[config.mk]
export PLATFORM = sky130hd
export DESIGN_NAME = alu_mc
export DESIGN_NICKNAME = d
export VERILOG_FILES = /design/src/rtl/alu_mc.sv
export SDC_FILE = /design/constraint.sdc
export NUM_CORES = 1
export LEC_CHECK = 0
export BUFFER_PORTS_ARGS = -buffer_cell sky130_fd_sc_hd__buf_2
export CAP_MARGIN = 20
export CORE_MARGIN = 2
export CORE_UTILIZATION = 30
export DETAILED_ROUTE_END_ITERATION = 16
export PLACE_DENSITY = 0.5
export SLEW_MARGIN = 10
export SYNTH_ARGS = -nofsm -noshare
export SYNTH_HDL_FRONTEND = slang
export SYNTH_SLANG_ARGS = --single-unit
[constraint.sdc]
create_clock -name CLK -period 8.85 [get_ports CLK]
set_input_delay 0 -clock CLK [delete_from_list [all_inputs] [get_ports CLK]]
set_output_delay 0 -clock CLK [all_outputs]
set_load 0.005 [all_outputs]
[src/rtl/alu_mc.sv]
// -----------------------------------------------------------------------------
// alu_mc : multi-cycle signed ALU with a start/busy/done handshake.
//
// The operation is captured on the START edge. Single-cycle ops finish on the
// next edge. MUL adds one partial product per cycle (WIDTH cycles). SRA shifts
// one bit per cycle (max(1,s) cycles). R and the flags are held until the next
// operation completes.
//
// Optional build macro:
//   ALU_SAT_EN - ADD, SUB and MUL clamp to the signed range on overflow.
//                O is still set and C is unchanged. When this macro is
//                undefined, results wrap.
//
// Ports:
//   CLK   in   rising-edge clock
//   RST   in   asynchronous active-low reset
//   START in   request, sampled only while BUSY=0
//   A, B  in   signed operands; B[SHW-1:0] is the SRA shift amount
//   CTRL  in   opcode: ADD SUB AND OR XOR SLT MUL SRA (000..111)
//   BUSY  out  operation in progress
//   DONE  out  one-cycle pulse after R/flags update
//   R     out  signed result
//   O N Z C out overflow, negative, zero, carry/borrow/shift-out
// -----------------------------------------------------------------------------
module alu_mc #(
   parameter int WIDTH = 8,
   parameter int SHW   = $clog2(WIDTH)
) (
   input  logic                    CLK,
   input  logic                    RST,
   input  logic                    START,
   input  logic signed [WIDTH-1:0] A,
   input  logic signed [WIDTH-1:0] B,
   input  logic        [2:0]       CTRL,
   output logic                    BUSY,
   output logic                    DONE,
   output logic signed [WIDTH-1:0] R,
   output logic                    O,
   output logic                    N,
   output logic                    Z,
   output logic                    C
);

   // The counter must hold both WIDTH-1 (MUL) and any shift amount.
   localparam int CW = (SHW > $clog2(WIDTH + 1)) ? SHW : $clog2(WIDTH + 1);

   localparam logic [2:0] OP_ADD = 3'b000;
   localparam logic [2:0] OP_SUB = 3'b001;
   localparam logic [2:0] OP_AND = 3'b010;
   localparam logic [2:0] OP_OR  = 3'b011;
   localparam logic [2:0] OP_XOR = 3'b100;
   localparam logic [2:0] OP_SLT = 3'b101;
   localparam logic [2:0] OP_MUL = 3'b110;
   localparam logic [2:0] OP_SRA = 3'b111;

   typedef enum logic {IDLE = 1'b0, EXEC = 1'b1} state_t;

   state_t                    state_q, state_d;
   logic                      done_q, done_d;
   logic signed [WIDTH-1:0]   a_q, a_d, b_q, b_d, r_q, r_d;
   logic        [2:0]         op_q, op_d;
   logic        [CW-1:0]      cnt_q, cnt_d;
   logic signed [2*WIDTH-1:0] acc_q, acc_d, mcand_q, mcand_d;
   logic                      o_q, o_d, n_q, n_d, z_q, z_d, c_q, c_d;

   logic        [WIDTH:0]     sum_u;
   logic signed [WIDTH-1:0]   res;
   logic signed [2*WIDTH-1:0] pp, prod;
   logic                      res_o, res_c, fin;

`ifdef ALU_SAT_EN
   logic res_neg;

   function automatic logic signed [WIDTH-1:0] sat_val(input logic neg);
      return neg ? {1'b1, {(WIDTH-1){1'b0}}} : {1'b0, {(WIDTH-1){1'b1}}};
   endfunction
`endif

   always_comb begin
      state_d = state_q;
      done_d  = 1'b0;
      a_d     = a_q;
      b_d     = b_q;
      op_d    = op_q;
      cnt_d   = cnt_q;
      acc_d   = acc_q;
      mcand_d = mcand_q;
      r_d     = r_q;
      o_d     = o_q;
      n_d     = n_q;
      z_d     = z_q;
      c_d     = c_q;
      sum_u   = '0;
      res     = '0;
      pp      = '0;
      prod    = '0;
      res_o   = 1'b0;
      res_c   = 1'b0;
      fin     = 1'b0;

      case (state_q)
         IDLE: begin
            if (START) begin
               state_d = EXEC;
               a_d     = A;
               b_d     = B;
               op_d    = CTRL;
               acc_d   = '0;
               mcand_d = {{WIDTH{A[WIDTH-1]}}, A};
               cnt_d   = (CTRL == OP_SRA) ? CW'(B[SHW-1:0]) : CW'(WIDTH - 1);
            end
         end
         EXEC: begin
            case (op_q)
               OP_ADD: begin
                  sum_u = {1'b0, a_q} + {1'b0, b_q};
                  res   = sum_u[WIDTH-1:0];
                  res_c = sum_u[WIDTH];
                  res_o = (a_q[WIDTH-1] == b_q[WIDTH-1]) && (res[WIDTH-1] != a_q[WIDTH-1]);
                  fin   = 1'b1;
               end
               OP_SUB: begin
                  res   = a_q - b_q;
                  res_c = $unsigned(a_q) < $unsigned(b_q);
                  res_o = (a_q[WIDTH-1] != b_q[WIDTH-1]) && (res[WIDTH-1] != a_q[WIDTH-1]);
                  fin   = 1'b1;
               end
               OP_AND: begin res = a_q & b_q; fin = 1'b1; end
               OP_OR:  begin res = a_q | b_q; fin = 1'b1; end
               OP_XOR: begin res = a_q ^ b_q; fin = 1'b1; end
               OP_SLT: begin
                  res[0] = (a_q < b_q);
                  fin    = 1'b1;
               end
               OP_MUL: begin
                  // Shift-add over the multiplier bits. The final bit is the
                  // two's-complement sign bit, so its partial product is subtracted.
                  pp      = b_q[0] ? mcand_q : '0;
                  prod    = (cnt_q == '0) ? (acc_q - pp) : (acc_q + pp);
                  acc_d   = prod;
                  mcand_d = mcand_q <<< 1;
                  b_d     = b_q >>> 1;
                  cnt_d   = cnt_q - 1'b1;
                  res     = prod[WIDTH-1:0];
                  res_o   = (prod != {{WIDTH{prod[WIDTH-1]}}, prod[WIDTH-1:0]});
                  fin     = (cnt_q == '0);
               end
               default: begin // OP_SRA
                  if (cnt_q == '0) begin
                     res = a_q;
                     fin = 1'b1;
                  end else begin
                     a_d   = a_q >>> 1;
                     cnt_d = cnt_q - 1'b1;
                     res   = a_q >>> 1;
                     res_c = a_q[0];
                     fin   = (cnt_q == CW'(1));
                  end
               end
            endcase

`ifdef ALU_SAT_EN
            // On overflow the true sign is the sign of A for ADD/SUB and the
            // sign of the full product for MUL.
            res_neg = (op_q == OP_MUL) ? prod[2*WIDTH-1] : a_q[WIDTH-1];
            if (res_o) res = sat_val(res_neg);
`endif

            if (fin) begin
               state_d = IDLE;
               done_d  = 1'b1;
               r_d     = res;
               o_d     = res_o;
               n_d     = res[WIDTH-1];
               z_d     = (res == '0);
               c_d     = res_c;
            end
         end
         default: state_d = IDLE;
      endcase
   end

   always_ff @(posedge CLK or negedge RST) begin
      if (!RST) begin
         state_q <= IDLE;
         done_q  <= 1'b0;
         a_q     <= '0;
         b_q     <= '0;
         op_q    <= '0;
         cnt_q   <= '0;
         acc_q   <= '0;
         mcand_q <= '0;
         r_q     <= '0;
         o_q     <= 1'b0;
         n_q     <= 1'b0;
         z_q     <= 1'b0;
         c_q     <= 1'b0;
      end else begin
         state_q <= state_d;
         done_q  <= done_d;
         a_q     <= a_d;
         b_q     <= b_d;
         op_q    <= op_d;
         cnt_q   <= cnt_d;
         acc_q   <= acc_d;
         mcand_q <= mcand_d;
         r_q     <= r_d;
         o_q     <= o_d;
         n_q     <= n_d;
         z_q     <= z_d;
         c_q     <= c_d;
      end
   end

   assign BUSY = (state_q == EXEC);
   assign DONE = done_q;
   assign R    = r_q;
   assign O    = o_q;
   assign N    = n_q;
   assign Z    = z_q;
   assign C    = c_q;

endmodule

==> results of run 1 <==
## power breakdown
part | leakage [nW] | internal, mW | switching [mW]
logic | 1.76 | 0.527 | 0.784
registers | 0.860 | 0.408 | 0.143
clock network | 0.152 | 0.234 | 0.141
## final timing paths
| check | from | depth (start not counted) | slack (ns) | end |
|---|---|---|---|---|
| max reg2reg | b_q[0]$_DFFE_PN0P_ | 16 | 4.64 | O$_DFFE_PN0P_ |
| min | A[4] | 3 | 0.03 | mcand_q[4]$_DFFE_PN0P_ |
| max | b_q[0]$_DFFE_PN0P_ | 16 | 4.64 | O$_DFFE_PN0P_ |
| max in group asynchronous | RST | 3 | 7.87 | b_q[6]$_DFFE_PN0P_ |
| min reg2reg | R[3]$_DFFE_PN0P_ | 2 | 0.48 | R[3]$_DFFE_PN0P_ |
| min in group asynchronous | RST | 3 | 0.40 | acc_q[14]$_DFFE_PN0P_ |
## synthesized netlist by cell type, types with 3 or more instances
| cell type | n |
|---|---|
| a21oi_1 | 51 |
| inv_2 | 3 |
| o211ai_1 | 3 |
| fa_1 | 3 |
| mux2_2 | 6 |
| a222oi_1 | 5 |
| xor2_1 | 10 |
| ha_1 | 42 |
| o21a_1 | 4 |
| a22oi_1 | 3 |
| nor2_1 | 49 |
| or3_1 | 4 |
| inv_1 | 37 |
| nand2b_1 | 8 |
| a211oi_1 | 3 |
| buf_2 | 6 |
| o22ai_1 | 5 |
| buf_1 | 5 |
| and3_1 | 3 |
| xnor2_1 | 17 |
| a311oi_1 | 3 |
| dfrtp_1 | 68 |
| a21o_1 | 4 |
| nor2b_1 | 11 |
| o31ai_1 | 3 |
| clkbuf_1 | 23 |
| o21ai_0 | 64 |
| o2111ai_1 | 5 |
| nor3_1 | 14 |
| o21ai_1 | 16 |
| mux2i_1 | 13 |
| o21bai_1 | 3 |
| a31oi_1 | 10 |
| nand3_1 | 32 |
| nand2_1 | 106 |
## cell type report
class | count | area share [%]
tap | 229 | 4.582
inverter | 41 | 2.461
multi-input combinational | 539 | 54.66
timing repair buffer | 57 | 6.082
clock inverter | 5 | 0.9604
sequential | 68 | 27.21
clock buffer | 11 | 4.042
## layout by cell type, fill, tap and decap left out, types with 11 or more instances in the layout
cell type      Yosys  routed
nand2_1          106     106
inv_1             37      37
mux2i_1           13      13
dlygate4sd3_1      0      16
o21ai_0           64      64
nor2_1            49      48
ha_1              42      42
buf_2              6      35
xnor2_1           17      17
nor2b_1           11      11
dfrtp_1           68      68
nor3_1            14      14
nand3_1           32      32
o21ai_1           16      16
a21oi_1           51      51
## state kept, by name (all words and copies together), names as in the netlist
name and count:
BUSY 1, C 1, DONE 1, O 1
R 8, Z 1, a_q 8, acc_q 16
b_q 8, cnt_q 4, mcand_q 16, op_q 3
## metrics by stage
stage          setup slack (ns)  power (mW)  instances  util, %  cell area (sq um)
4_1_cts                   4.649       2.235        950    35.05               6254
5_1_grt                   4.213       2.433        950    35.05               6254
6_report                  4.643       2.237        950    35.05               6254
3_5_place_dp              4.690       1.843        918    32.40               5781
3_3_place_gp              4.891       1.823        918    32.40               5781
2_1_floorplan             5.031       1.487        683        -               5409
## kinds of logic (layout without fill, tap and decap cells)
family	after synthesis	in the layout	share of synthesized area (%)
xor gates and xnor gates	28	28	4.673
DFF	68	68	31.46
and+or+nand+nor	244	244	20.87
muxes	19	19	3.655
adders and majority gates	45	45	10.83
AOI/OAI and AO/OA	203	203	23.04
buffers and inverters	76	114	5.482
## layer usage
metal	track usage, %	vias to the layer above	part of all wire, %
met4	4.565	0	1.5
met3	3.256	20	5.4
met1	25.29	2405	49
met2	25.48	165	44
li1	-	2485	-
met5	0	-	0
## tightest hold or removal path: stages
cell,delay (ns)
buf_2,0.11
mux2i_1,0.07
o21ai_0,0.15
==> results.json, run 1 <==
{
  "status": "finished, final reports clean",
  "clockRootBuffer": "clkbuf_16",
  "die_w_um": 138.3,
  "drive_above_1_share_pct": 10.68,
  "critPathLaunchType": "flip-flop",
  "ant_nets": 0,
  "grt_pass1_vias": 4833,
  "synth_cell_types": 67,
  "postSynthCellCount": 683,
  "multi_input_area_sq_mm": 0.003418,
  "timing.max_cap.violations": 0,
  "slew_headroom_pct": 37.30,
  "grt_max_degree": 69,
  "cts_resized": 0,
  "nFillCells": 1875,
  "yosysTopAreaCell": "dfrtp_1",
  "slowest_stage": "dfrtp_1",
  "clkLatencyLatePin_ns": 0.34,
  "cts.path.max_buffers": 2,
  "cp_top_family": "compound AO/OA/AOI/OAI gates",
  "gp_congestion": 0.9078,
  "tightest_slew_ns": 0.9385,
  "synth_top_area_share_pct": 31.46,
  "final-setup-viol-count": 0,
  "nets": 783,
  "grt_util_all_layers_pct": 17.07,
  "ir_worst_vdd_mv": 0.1209,
  "routed_wl_mm": 16.18,
  "netlist_top_cells_area": "dfrtp_1 31%, ha_1 9.7%, nand2_1 7.4%",
  "dp_hpwl_mm": 12.14,
  "worst-path-buf-inv": 0,
  "pin_count": 36,
  "hold_ws_ns": 0.02957,
  "core-area_sq_mm": 0.01784,
  "cp_max_fo": 23,
  "synth_ff_type": "dfrtp_1",
  "crit_path_max_incr_delay_ns": 0.76,
  "synth-edff-count": 0,
  "vias_per_cell": 5.342,
  "min_path_type": "in2reg",
  "yosys_warnings": 0,
  "worstPathCellList": "nand2_1 > ha_1 > a21oi_1 > a21oi_1 > mux2_2 > o21ai_0 > ha_1 > a21o_1 > a21oi_1 > o21ai_1 > a221o_1 > xnor2_1 > nand2_1 > nand4b_1 > mux2i_1 > a21oi_1",
  "first_pass_iters": 5,
  "antennaDiodeCount": 0,
  "worstPathRequired_ns": 9.05,
  "rows": 49,
  "route.detailed.drc": 0,
  "start_util_pct": 30.32,
  "powerDensity_mw_per_mm2": 357.8,
  "worst-setup-path-type": "reg2reg",
  "clock_skew_ns": 0.004294,
  "num_vias": 5075,
  "tritoncts": "done",
  "syn-cell-area_sq_mm": 0.005409,
  "post_cts_buffers": 0,
  "wl_per_cell_um": 17.03,
  "ys_ff_latch": 68,
  "fin_setup_tns_ns": 0,
  "cts_hold_buf": 16,
  "grt_pass1_wl_mm": 26.32,
  "dieHeight_um": 138.3,
  "ys_async_sr_fraction_pct": 100.0,
  "fin_crit_sh_pct": 47.53,
  "ys_seq_area_share_pct": 31.46,
  "ff_latch_area_sq_mm": 0.001702,
  "overflow": 0,
  "syn_nets": 750,
  "hold_viol_final": 0,
  "htree_levels": 3,
  "clk_pin_slew_ns": 0.06,
  "syn2layout_area_growth_pct": 15.61,
  "die_area_sq_mm": 0.01912,
  "worst_path_most_repeated_cell": "a21oi_1",
  "end_kind": "flip-flop",
  "cts_buffers": 9,
  "drt_iter0_drc": 393,
  "antenna_found_initial": 0,
  "post-route-min-period_ns": 4.207,
  "io_buffers": 35,
  "cts_sinks": 68,
  "p_leak_nw": 2.775,
  "max_freq_mhz": 237.7,
  "rsz0062_at_grt": "no",
  "slew_violations": 0,
  "avgSynthCellArea_sq_um": 7.919,
  "cp.arrival_ns": 4.40
}
(Power assumes the default switching activity.)
==> inputs of run 2 (changes only) <==
Clock period 8.85 ns to 4.23 ns, I/O delays scaled along.
==> run 2 against run 1 <==
  * The run now ends with negative hold slack left
  * Clock power increased by 98%
  * Cell count grew 0.21%
  * Routed wire length is essentially flat
  * Highest routed layer unchanged
  * Largest cell class unchanged
==> results.json, run 2 (synthesis results as in run 1) <==
{
  "top_regs": "acc_q x16, mcand_q x16",
  "mostFrequentLayoutCells": "106 x nand2_1, 68 x dfrtp_1, 63 x o21ai_0",
  "slew_headroom_pct": 29.16,
  "drive_above_1_share_pct": 11.34,
  "worst_slack_ns": 0.3454,
  "cts.path.max_buffers": 2,
  "min_path_type": "in2reg",
  "first_pass_iters": 5,
  "core-area_sq_mm": 0.01784,
  "vias_per_cell": 5.267,
  "nets": 785,
  "htree_levels": 3,
  "final-setup-viol-count": 0,
  "swShare_pct": 48.66,
  "worst-setup-path-type": "reg2reg",
  "ant_nets": 0,
  "die_area_sq_mm": 0.01912,
  "die_w_um": 138.3,
  "dp_slack_ns": 0.2227,
  "rows": 49,
  "grt_max_degree": 45,
  "violations": "negative hold slack",
  "dp_hpwl_mm": 12.37,
  "syn2layout_area_growth_pct": 16.05,
  "dieHeight_um": 138.3,
  "hold_ws_ns": -0.003905,
  "grt_util_all_layers_pct": 17.02,
  "overflow": 0,
  "p_leak_nw": 2.770,
  "antenna_found_initial": 0,
  "fin_setup_tns_ns": 0,
  "cts_sinks": 68,
  "cts_buffers": 9,
  "hold_viol_final": 1,
  "post-route-min-period_ns": 3.885,
  "dp.cells": 920,
  "pin_count": 36,
  "combPwrFrac_pct": 59.6,
  "slew_violations": 0,
  "powerDensity_mw_per_mm2": 743.5,
  "cp_max_fo": 20,
  "critPathLaunchType": "flip-flop",
  "ir_worst_vdd_mv": 0.2372,
  "fin_crit_sh_pct": 91.83,
  "clkPwrFrac_pct": 15.9,
  "cp.arrival_ns": 4.12,
  "end_kind": "flip-flop",
  "max_freq_mhz": 257.4,
  "clk_pin_slew_ns": 0.06,
  "clkLatencyLatePin_ns": 0.35,
  "layout_commonest_cell": "nand2_1",
  "routed_wl_mm": 16.19,
  "io_buffers": 35,
  "num_vias": 5014,
  "timing.max_cap.violations": 0,
  "clock_skew_ns": 0.007691,
  "tritoncts": "done",
  "worstPathRequired_ns": 4.46,
  "final_core_util_pct": 35.18,
  "wl_per_cell_um": 17.00,
  "r2r_slack_ns": 0.35,
  "grt_pass1_vias": 4824,
  "switchingPower_mw": 2.271,
  "p_seq_share_pct": 24.4,
  "final_cell_count_no_fill": 952,
  "p_int_mw": 2.396,
  "clockRootBuffer": "clkbuf_16",
  "status": "finished with violations",
  "gp_congestion": 0.9717,
  "rsz0062_at_grt": "no",
  "tightest_slew_ns": 1.060,
  "grt_pass1_wl_mm": 26.15,
  "route.detailed.drc": 0,
  "start_util_pct": 30.32,
  "antennaDiodeCount": 0,
  "drt_iter0_drc": 390,
  "finalPower_mw": 4.667
}
run 2: changes by cell type in the layout (fill, tap and decap cells not counted), sizes merged:
cell | before | now
inv | 40 | 41
buf | 41 | 44
bufinv | 1 | 0
clkbuf | 11 | 10
clkinvlp | 1 | 3
dlygate4sd3 | 16 | 15
clkinv | 4 | 3
run 2: what timing repair did:
item                       CTS  global route
hold buffers                15             0
resized for setup            0             5
setup endpoints to repair    0             2
hold endpoints to repair    63             0
setup buffers                0             0
run 2: worst max-delay path, stage by stage (launching register included):
cell and delay, ns:
dfrtp_1 0.38, inv_1 0.10, ha_2 0.23, nor3b_4 0.21
buf_4 0.27, nor2_1 0.08, xor2_1 0.17, ha_1 0.35
nor2b_1 0.20, o31ai_4 0.27, nand2b_1 0.11, a21oi_1 0.18
xor2_1 0.25, nand2_1 0.12, a31oi_1 0.31, a31oi_1 0.16
o41ai_1 0.38
run 2: power groups by stage:
stage | clock network [mW] | logic [mW] | registers (mW)
after floorplan | 0 | 2.07 | 1.04
final | 0.743 | 2.78 | 1.14
after CTS | 0.758 | 2.74 | 1.14
after global placement | 0 | 2.70 | 1.14
after detailed placement | 0 | 2.72 | 1.15
after global routing | 0.787 | 3.11 | 1.18
run 2: final timing paths:
kind / startpoint / depth (start not counted) / to
min: B[2] / 3 / b_q[2]$_DFFE_PN0P_
max: cnt_q[1]$_DFFE_PN0P_ / 16 / Z$_DFFE_PN0P_
min reg2reg: R[5]$_DFFE_PN0P_ / 2 / R[5]$_DFFE_PN0P_
min in group asynchronous: RST / 2 / R[4]$_DFFE_PN0P_
max reg2reg: cnt_q[1]$_DFFE_PN0P_ / 16 / Z$_DFFE_PN0P_
max in group asynchronous: RST / 4 / acc_q[3]$_DFFE_PN0P_
run 2: final cells by class:
class                   count  area (sq um)
inverters                  41         153.9
fillers                  1869         11560
flip-flops and latches     68          1702
clock inverters             6         48.80
well taps                 229         286.5
multi-input cells         539          3442
clock buffers              10         239.0
repair buffers             59         405.4
run 2: layer usage:
layer | track usage, % | vias to the layer above | part of all wire (%)
met5 | 0 | - | 0
met4 | 6.230 | 0 | 2.0
met3 | 2.736 | 16 | 4.5
met2 | 25.51 | 118 | 43
met1 | 24.76 | 2389 | 50
li1 | - | 2491 | -
run 2: per-stage QoR:
stage	hold WS [ns]	area, sq um
4_1_cts	0.003024	6233
5_1_grt	0.03439	6277
3_5_place_dp	0.2137	5796
2_1_floorplan	-0.2956	5409
3_3_place_gp	0.2074	5796
6_report	-0.003905	6277
==> inputs of run 3 (changes only) <==
==> constraint.sdc (replaced) <==
create_clock -name CLK -period 4.23 [get_ports CLK]
set_input_delay 0.423 -clock CLK [delete_from_list [all_inputs] [get_ports CLK]]
set_output_delay 0.423 -clock CLK [all_outputs]
set_load 0.005 [all_outputs]
==> run 3 against run 2 <==
  * The flow now finishes without violations
  * Via count is 0.18% lower
  * Non-clock buffer count is 13 lower
  * Total power is 0.88% lower
  * Clock skew is 0.0017 ns lower
  * Critical path depth is 1 higher
  * Highest routed layer unchanged
==> results.json, run 3 (synthesis results as in run 1) <==
{
  "highest_layer": "met4",
  "reg2regPathDepth": 17,
  "cp.arrival_ns": 4.08,
  "final-setup-viol-count": 0,
  "num_vias": 5005,
  "gp_congestion": 0.9153,
  "clkLatencyLatePin_ns": 0.35,
  "antenna_found_initial": 0,
  "rr_startpoint": "cnt_q[0]$_DFFE_PN0P_",
  "worst-path-buf-inv": 1,
  "max_freq_mhz": 257.6,
  "final_cell_count_no_fill": 939,
  "grt_pass1_wl_mm": 26.39,
  "overflow": 0,
  "ant_nets": 0,
  "slowest_stage": "dfrtp_1",
  "clock_skew_ns": 0.006029,
  "routed-wl-met2_mm": 7.126,
  "fin_crit_sh_pct": 91.79,
  "grt_max_degree": 52,
  "worstPathCellList": "inv_1 > ha_1 > nor3b_2 > a21oi_1 > a21oi_1 > mux2_2 > o21ai_0 > ha_1 > a21o_1 > a21oi_1 > o21ai_1 > a221o_1 > xnor2_1 > nand2_1 > nand4b_1 > mux2i_1 > a21oi_1",
  "clk_pin_slew_ns": 0.06,
  "status": "finished, final reports clean",
  "critPathLaunchType": "flip-flop",
  "die_w_um": 138.3,
  "end_kind": "flip-flop",
  "rsz0062_at_grt": "no",
  "r2r-end": "O$_DFFE_PN0P_",
  "dieHeight_um": 138.3,
  "wl_per_cell_um": 17.23,
  "cp_top_family": "compound AO/OA/AOI/OAI gates",
  "io_buffers": 35,
  "post_cts_buffers": 0,
  "r2r_slack_ns": 0.35,
  "cp-startpoint": "cnt_q[0]$_DFFE_PN0P_",
  "p_leak_nw": 2.712,
  "mostFrequentLayoutCells": "106 x nand2_1, 68 x dfrtp_1, 64 x o21ai_0",
  "start_util_pct": 30.32,
  "dp.cells": 923,
  "syn2layout_area_growth_pct": 12.88,
  "worst-setup-path-type": "reg2reg",
  "crit_path_max_incr_delay_ns": 0.42,
  "slew_violations": 0,
  "rows": 49,
  "min_path_type": "in2async",
  "cts_buffers": 9,
  "powerDensity_mw_per_mm2": 757.6,
  "pin_count": 36,
  "htree_levels": 3,
  "antennaDiodeCount": 0,
  "drive_above_1_share_pct": 11.55,
  "wl_met3_um": 966,
  "tritoncts": "done",
  "routed_wl_mm": 16.18,
  "ir_worst_vdd_mv": 0.2422,
  "worstPathRequired_ns": 4.43,
  "wl_met1_mm": 7.911,
  "worst_path_most_repeated_cell": "a21oi_1",
  "clockRootBuffer": "clkbuf_16",
  "route.detailed.drc": 0,
  "drt_iter0_drc": 441,
  "cts_resized": 0,
  "layout_commonest_cell": "nand2_1",
  "top_regs": "acc_q x16, mcand_q x16",
  "cts_hold_buf": 0,
  "hold_viol_final": 0,
  "die_area_sq_mm": 0.01912,
  "post-route-min-period_ns": 3.883,
  "grt_pass1_vias": 4788,
  "grt_util_all_layers_pct": 17.20,
  "hold_ws_ns": 0.005249,
  "first_pass_iters": 5,
  "nets": 772,
  "dp_hpwl_mm": 12.53,
  "vias_per_cell": 5.330,
  "fin_setup_tns_ns": 0,
  "tightest_slew_ns": 0.8925,
  "cts.path.max_buffers": 2,
  "slew_headroom_pct": 40.35,
  "cts_sinks": 68,
  "timing.max_cap.violations": 0,
  "core-area_sq_mm": 0.01784,
  "cp_max_fo": 5
}
-- run 3: changes by cell type in the layout (fill, tap and decap cells not counted), sizes merged --
cell	previous run	this run
buf	44	46
dlygate4sd3	15	0
-- run 3: final cells by class --
class | count | area (sq um)
Clock buffer | 10 | 239.0
Clock inverter | 6 | 48.80
Fill cell | 1870 | 11740
Inverter | 41 | 153.9
Multi-Input combinational cell | 539 | 3418
Sequential cell | 68 | 1702
Tap cell | 229 | 286.5
Timing Repair Buffer | 46 | 257.7
-- run 3: how the worst max path moves through the flow --
stage,end,depth (start not counted)
after global placement,Z$_DFFE_PN0P_,16
after detailed placement,Z$_DFFE_PN0P_,16
final,O$_DFFE_PN0P_,17
after global routing,O$_DFFE_PN0P_,17
after CTS,Z$_DFFE_PN0P_,16
after floorplan,O$_DFFE_PN0P_,18
-- run 3: metal layers --
| layer | vias to the layer above | track usage (%) |
|---|---|---|
| met5 | - | 0 |
| met4 | 0 | 4.135 |
| met3 | 11 | 3.741 |
| met2 | 145 | 26.08 |
| met1 | 2372 | 25.01 |
| li1 | 2477 | - |
-- run 3: through the flow --
step                cell area (sq um)  worst slack [ns]  total power [mW]  utilization [%]
floorplan                        5409            0.4106             3.111                -
global placement                 5818            0.4443             3.837            32.61
detailed placement               5818            0.3720             3.876            32.61
CTS                              6106            0.3444             4.633            34.22
global route                     6106           0.01130             5.033            34.22
finish                           6106            0.3474             4.626            34.22
-- run 3: report_power, final --
group / switching (mW) / total [mW] / internal (mW)
logic: 1.66 / 2.76 / 1.10
clock network: 0.321 / 0.738 / 0.417
registers: 0.270 / 1.12 / 0.855
